File: src/rtl/in_service_register.sv
// in_service_register: 8259 In-Service Register stage with INT/INTA handshake,
// EOI/AEOI handling and lowest-priority rotation.
`default_nettype none

module in_service_register #(
  parameter int NUM_IR = 8
) (
  input  logic              clk,
  input  logic              reset,
  input  logic              int_valid,
  input  logic [2:0]        chosen_interrupt,
  input  logic              inta_n,
  input  logic [4:0]        vector_base,
  input  logic              aeoi,
  input  logic              eoi_cmd,
  input  logic              eoi_specific,
  input  logic [2:0]        eoi_level,
  input  logic              rotate_en,
  output logic [NUM_IR-1:0] isr,
  output logic              int_out,
  output logic              clear,
  output logic [2:0]        clear_level,
  output logic [7:0]        data_out,
  output logic              data_oe,
  output logic [2:0]        lowest_priority
);

  localparam logic [1:0] S_IDLE = 2'd0;
  localparam logic [1:0] S_REQ  = 2'd1;
  localparam logic [1:0] S_ACK1 = 2'd2;
  localparam logic [1:0] S_ACK2 = 2'd3;

  logic [1:0]        r_state;
  logic              r_inta_d;
  logic [NUM_IR-1:0] r_isr;
  logic              r_int_out;
  logic              r_clear;
  logic [2:0]        r_clear_level;
  logic [7:0]        r_data_out;
  logic              r_data_oe;
  logic [2:0]        r_lp;
  logic [2:0]        r_lvl;
  logic              r_spur;

  logic              w_fall;
  logic              w_rise;
  logic              w_top_valid;
  logic [2:0]        w_top_lvl;
  logic [2:0]        w_top_rank;
  logic [2:0]        w_scan;
  logic [2:0]        w_chosen_rank;
  logic              w_accept;
  logic              w_eoi_hit;
  logic [2:0]        w_eoi_lvl;
  logic              w_set_en;
  logic              w_aeoi_en;
  logic [NUM_IR-1:0] w_set_mask;
  logic [NUM_IR-1:0] w_clr_mask;

  assign w_fall = r_inta_d & ~inta_n;
  assign w_rise = ~r_inta_d & inta_n;

  // Rank 0 sits just above the lowest-priority level; scan from rank 7 down so rank 0 wins.
  always_comb begin
    w_top_valid = 1'b0;
    w_top_lvl   = 3'd0;
    w_top_rank  = 3'd7;
    w_scan      = 3'd0;
    for (int k = 7; k >= 0; k--) begin
      w_scan = r_lp + 3'd1 + 3'(k);
      if (r_isr[w_scan]) begin
        w_top_valid = 1'b1;
        w_top_lvl   = w_scan;
        w_top_rank  = 3'(k);
      end
    end
  end

  assign w_chosen_rank = chosen_interrupt - r_lp - 3'd1;
  assign w_accept      = int_valid & (~w_top_valid | (w_chosen_rank < w_top_rank));

  always_comb begin
    w_eoi_hit = 1'b0;
    w_eoi_lvl = 3'd0;
    if (eoi_cmd) begin
      if (eoi_specific) begin
        w_eoi_lvl = eoi_level;
        w_eoi_hit = r_isr[eoi_level];
      end else begin
        w_eoi_lvl = w_top_lvl;
        w_eoi_hit = w_top_valid;
      end
    end
  end

  assign w_set_en   = (r_state == S_REQ) & w_fall & int_valid;
  assign w_aeoi_en  = (r_state == S_ACK2) & w_rise & aeoi & ~r_spur;
  assign w_set_mask = w_set_en ? (NUM_IR'(1) << chosen_interrupt) : '0;
  assign w_clr_mask = (w_eoi_hit ? (NUM_IR'(1) << w_eoi_lvl) : '0)
                    | (w_aeoi_en ? (NUM_IR'(1) << r_lvl) : '0);

  always_ff @(posedge clk or negedge reset) begin
    if (!reset) begin
      r_state       <= S_IDLE;
      r_inta_d      <= 1'b1;
      r_isr         <= '0;
      r_int_out     <= 1'b0;
      r_clear       <= 1'b0;
      r_clear_level <= 3'd0;
      r_data_out    <= 8'd0;
      r_data_oe     <= 1'b0;
      r_lp          <= 3'd7;
      r_lvl         <= 3'd7;
      r_spur        <= 1'b0;
    end else begin
      r_inta_d <= inta_n;
      r_clear  <= 1'b0;
      // Set is OR-ed after the clear so a same-bit set beats an EOI.
      r_isr    <= (r_isr & ~w_clr_mask) | w_set_mask;

      if (w_aeoi_en && rotate_en) begin
        r_lp <= r_lvl;
      end else if (w_eoi_hit && rotate_en) begin
        r_lp <= w_eoi_lvl;
      end

      case (r_state)
        S_IDLE: begin
          if (w_accept) begin
            r_int_out <= 1'b1;
            r_state   <= S_REQ;
          end
        end
        S_REQ: begin
          if (w_fall) begin
            r_int_out <= 1'b0;
            r_state   <= S_ACK1;
            if (int_valid) begin
              r_lvl         <= chosen_interrupt;
              r_spur        <= 1'b0;
              r_clear       <= 1'b1;
              r_clear_level <= chosen_interrupt;
            end else begin
              r_lvl  <= 3'd7;
              r_spur <= 1'b1;
            end
          end
        end
        S_ACK1: begin
          if (w_fall) begin
            r_data_out <= {vector_base, r_lvl};
            r_data_oe  <= 1'b1;
            r_state    <= S_ACK2;
          end
        end
        default: begin
          if (w_rise) begin
            r_data_oe <= 1'b0;
            r_state   <= S_IDLE;
          end
        end
      endcase
    end
  end

  assign isr             = r_isr;
  assign int_out         = r_int_out;
  assign clear           = r_clear;
  assign clear_level     = r_clear_level;
  assign data_out        = r_data_out;
  assign data_oe         = r_data_oe;
  assign lowest_priority = r_lp;

endmodule

`default_nettype wire
File: config.mk
export PLATFORM = sky130hd
export DESIGN_NAME = in_service_register
export DESIGN_NICKNAME = d
export VERILOG_FILES = /design/src/rtl/in_service_register.sv
export SDC_FILE = /design/constraint.sdc
export NUM_CORES = 1
export LEC_CHECK = 0
export CAP_MARGIN = 10
export CORE_MARGIN = 10
export CORE_UTILIZATION = 57
export DETAILED_ROUTE_END_ITERATION = 8
export PLACE_DENSITY = 0.88
export REMOVE_ABC_BUFFERS = 1
export SETUP_SLACK_MARGIN = 0.5
export SLEW_MARGIN = 20
export SYNTH_ARGS = -nofsm -noshare
export SYNTH_HDL_FRONTEND = slang
export SYNTH_SLANG_ARGS = --single-unit
File: constraint.sdc
create_clock -name clk -period 6.95 [get_ports clk]
set_clock_uncertainty 0.15 [all_clocks]
set_input_delay 1.39 -clock clk [delete_from_list [all_inputs] [get_ports clk]]
set_output_delay 1.39 -clock clk [all_outputs]
set_load 0.02 [all_outputs]
======== Word-level counts from Yosys, hierarchy flattened ========
Cells that the tools add are included.
operators by class
  equality and inequality tests ........... 6
  bitwise operators ....................... 18
  $add $sub $neg .......................... 10
  reductions and logical operators ........ 14
  order comparisons ....................... 10
  multiplexer cells ....................... 66
  shifts and indexed selects .............. 3
operators by type and width
  operator                                                    count
  2-to-1 mux 3 bit                                            19
  less-than comparator 3 x 4 -> 1 bit, second input constant  9
  2-to-1 mux 1 bit                                            28
  binary-select mux 1 bit (select 3 bit)                      9
  2-to-1 mux 8 bit                                            3
  << shifter 1 x 3 -> 8 bit, first input constant             3
  bitwise OR 8 bit                                            2
  adder 3 bit, second input constant                          4
  AND reduction 3 bit                                         3
  bitwise AND 1 bit                                           8
  bitwise AND 8 bit                                           1
  2-to-1 mux 2 bit                                            4
  NOT 8 bit                                                   1
  adder 3 x 1 -> 3 bit, second input constant                 2
  adder 3 x 2 -> 3 bit, second input constant                 2
  inequality test 2 bit, second input constant                3
  one-hot mux 2 bit (3 select lines)                          1
  nonzero test 2 bit                                          3
  NOT 1 bit                                                   5
  == test 2 bit, second input constant                        2
  one-hot mux 1 bit (2 select lines)                          2
  AND reduction 2 bit                                         2
  AND reduction 4 bit                                         1
  nonzero test 4 bit                                          1
  8 further kinds                                             9
word-level totals
  logic and storage cells ................. 138
  input port bits ......................... 19
  output and inout bits ................... 25
  bits in registers ....................... 32

======== Longest topological paths before layout ========
  depth after elaboration ................. 20
  mapped depth ............................ 17
  depth with buffers taken out ............ 13

======== Worst setup path after synthesis ========
No wires, ideal clock.
  kind .................................... flip-flop to flip-flop
  from .................................... reg r_lp[0], in the netlist lowest_priority[0]
  to ...................................... reg r_state[1]
  setup time .............................. 0.128 ns
  path slack .............................. 2.453 ns
  arrival time ............................ 4.219 ns
  stages on the path, launching flop included .. 18
  required time ........................... 6.672 ns
  clock period less this slack ............ 4.497 ns
  buffers on the path ..................... 4
  path through ............................ dfstp_2 -> buf_2 -> buf_2 -> inv_2 -> ha_1 -> buf_6 -> buf_12 -> mux4_1 -> mux2i_1 -> nand2_1 -> o21ba_2 -> inv_1 -> ha_1 -> or4_1 -> o22ai_1 -> o31ai_1 -> and4_1 -> mux2_1
on the way
  longest elaborated chain between the ends .. 17
  elaborated cells on any way between the ends .. 47
  those cells by class .................... 10 x add/sub; 1 x order compare; 1 x eq/ne; 31 x mux; 3 x bitwise; 1 x reduce/logical
RTL lines
  what                                                                           line  text
  from (decl)                                                                    41    logic [2:0] r_lp;
  from (signal assigned)                                                         122   r_lp <= r_lvl;
  from (signal assigned)                                                         124   r_lp <= w_eoi_lvl;
  parallel branches: the longest is 13 deep, another holds adder 3 x 1 -> 3 bit  -
  bitwise OR 1 bit *                                                             80    assign w_accept = int_valid & (~w_top_valid | (w_chosen_rank < w_top_rank));
  bitwise AND 1 bit *                                                            80
  inequality test 2 bit (no line) *                                              -
  AND reduction 4 bit (no line) *                                                -
  to (signal assigned)                                                           104   r_state <= S_IDLE;
  to (signal assigned)                                                           131   r_state <= S_REQ;
  to (signal assigned)                                                           137   r_state <= S_ACK1;
  to (decl)                                                                      33    logic [1:0] r_state;
Mark *: on every way between the ends. The select of a mux whose other input is x is not followed.
A chain may end at the register's enable or synchronous reset.

======== Final worst setup path ========
Ends and elaborated chain as after synthesis.

==> metrics.txt <==
met3 WL=738 um; Multi-input gate area=1990 um2; WL/cell=19.6 um; Most used DFF post-synth=dfrtp_1; vias per cell=6.66; total congestion overflow=0; Netlist cell types=70; CTS resizes=0; Max clock buf depth=2; Crit Path Category=reg -> reg; outcome=finished clean; DRC viols=0; area delta synth->final=18.2%; wl on met1=3220 um; CTS buffer count=5; Inserted Diodes=0; max-cap viol count=0; commonest cells after routing, fill and taps aside=clkdlybuf4s50_1 (43), nand2_1 (27), nor2_1 (26), dfrtp_1 (25), o21ai_0 (24); Worst Path Max Fanout=25; final setup fails=0; CP Capture Type=flop; Root Driver=clkbuf_8; unrepaired setup endpoints after global routing=false; fmax=203 MHz; post-CTS setup buffers=0; Detailed Place HPWL=6070 um; pin count of the biggest net entering global routing=33; H-tree depth=2; # hold bufs at CTS=0; met2 wire length=4030 um; drt pass-1 iters=5; IO Pins=44; Routed WL=8220 um; DRT iter0 DRCs=216; final-report hold violation count=0; Seq cells post-synth=32; die height=92.0 um; # rows=26; core area=5070 um2; ys async rst share=1.00; clock sink count=32; CTS tree=yes; Clk pin slew, worst setup/hold paths=0.07 ns; Final nets=378; Fill cells=412; Worst slew margin=0.410; register area=810 um2; mapped cell area=2960 um2; starting density of the core=0.583; Routed Antenna Nets=0; Post-Syn Instances=311; PortBufs=43; worst min path class=reg -> reg; first-pass GRT wire length=13400 um; GRT Total Usage=0.190; CP required=6.98 ns; Highest Signal Layer=met4; Tcrit/Tclk final=0.710; worst-skew pair later-pin latency=0.29 ns; Synth Warn #=0; Syn Area/Cell=9.51 um2; Setup TNS Final=0 ns; initial antenna violation count=0; critical path arrival=4.96 ns; Final Max Tran Viols=0; most common cell after layout, fill and taps aside=clkdlybuf4s50_1; layout cell share with drive strength beyond 1=0.143; fin crit period=4.93 ns; RePlAce Congestion=0.978; EDFF count, synth=0; via count=2789; die width=92.0 um; via count of the first global-routing pass=2727; register area share after synthesis=0.274; Die ar.=8470 um2; Tightest Pin Transition=0.879 ns; CP Launch Type=flop
-- cells in the mapped netlist, drive strengths merged (3+ instances only) --
cell	instances	area, um2
a211oi	4	30.0
nor3b	3	22.5
nor2b	3	18.8
o31ai	6	45.0
nand2	27	101
and3	5	36.3
a21oi	7	35.0
mux4	11	267
nand3	6	30.0
o21a	5	37.5
xnor2	3	26.3
nor4	3	18.8
mux2	19	229
and2	5	31.3
dfrtp	25	626
inv	20	75.1
and4	3	26.3
o21ai	24	120
ha	10	125
nor2	26	97.6
o32ai	5	51.3
buf	8	60.1
dfstp	7	184
mux2i	12	133
clkbuf	7	26.3
nor3	4	20.0
o22ai	7	50.1
a31oi	5	37.5
nand2b	5	31.3
-- path summary, 6_finish.rpt --
path | depth (start not counted) | from | slack [ns] | endpoint
setup / recovery | 13 | lowest_priority[0] | 2.02 | r_state[1]
hold / removal | 2 | clear_level[2] | 0.34 | clear_level[2]
setup reg to reg | 13 | lowest_priority[0] | 2.02 | r_state[1]
hold reg to reg | 2 | clear_level[2] | 0.34 | clear_level[2]
max in group asynchronous | 2 | reset | 4.97 | r_lvl[0]
min in group asynchronous | 2 | reset | 1.34 | int_out
-- state kept, by name, indices dropped and copies added (netlist names) --
| signal | flops |
|---|---|
| data_oe | 1 |
| r_spur | 1 |
| r_inta_d | 1 |
| data_out | 8 |
| int_out | 1 |
| clear_level | 3 |
| lowest_priority | 3 |
| isr | 8 |
| r_lvl | 3 |
| r_state | 2 |
| clear | 1 |
-- layer usage --
metal  vias to the layer above  global-route usage
met5                         -                   0
met4                         0              0.0720
met3                        25              0.0440
met2                       166               0.321
met1                      1340               0.229
li1                       1258                   -
-- through the flow --
stage | cell area (um2) | worst slack (ns) | std cells | hold WS (ns) | utilization
floorplan | 2870 | 1.91 | 296 | 0.342 | -
global placement | 3400 | 2.15 | 411 | 0.319 | 0.671
detailed placement | 3400 | 2.06 | 411 | 0.321 | 0.671
CTS | 3500 | 2.05 | 419 | 0.349 | 0.689
global route | 3500 | 1.67 | 419 | 0.376 | 0.689
finish | 3500 | 2.02 | 419 | 0.343 | 0.689
-- cell type report --
cell class / count / area share
clock buffers: 6 / 0.0236
clock inverters: 2 / 0.00286
inverters: 20 / 0.0215
multi-input cells: 244 / 0.568
flip-flops and latches: 32 / 0.231
well taps: 70 / 0.0250
repair buffers: 45 / 0.127
-- critical path, cell delays in order, from the launching register on --
cell and delay (ns):
dfstp_2 0.84, inv_2 0.22, ha_1 0.61, mux4_1 0.69, mux2i_1 0.31, nand2_1 0.11, o21ba_2 0.30, inv_1 0.05
ha_1 0.19, or4_1 0.51, o22ai_1 0.22, o31ai_1 0.09, and4_1 0.23, mux2_1 0.31
-- kinds of logic (layout without fill, tap and decap cells) --
kind of cell	count (synthesis)	after routing	share of synthesized area
flip-flops	32	32	0.274
XOR/XNOR	6	6	0.0271
adder cells (fa/ha/maj)	11	11	0.0491
AND/OR/NAND/NOR	97	97	0.166
buffers and inverters	35	73	0.0546
AO/OA/AOI/OAI	88	88	0.217
multiplexers	42	42	0.212
Power is not shown: default switching activity piles up to over one toggle a cycle in this logic, so the estimate is an artifact.
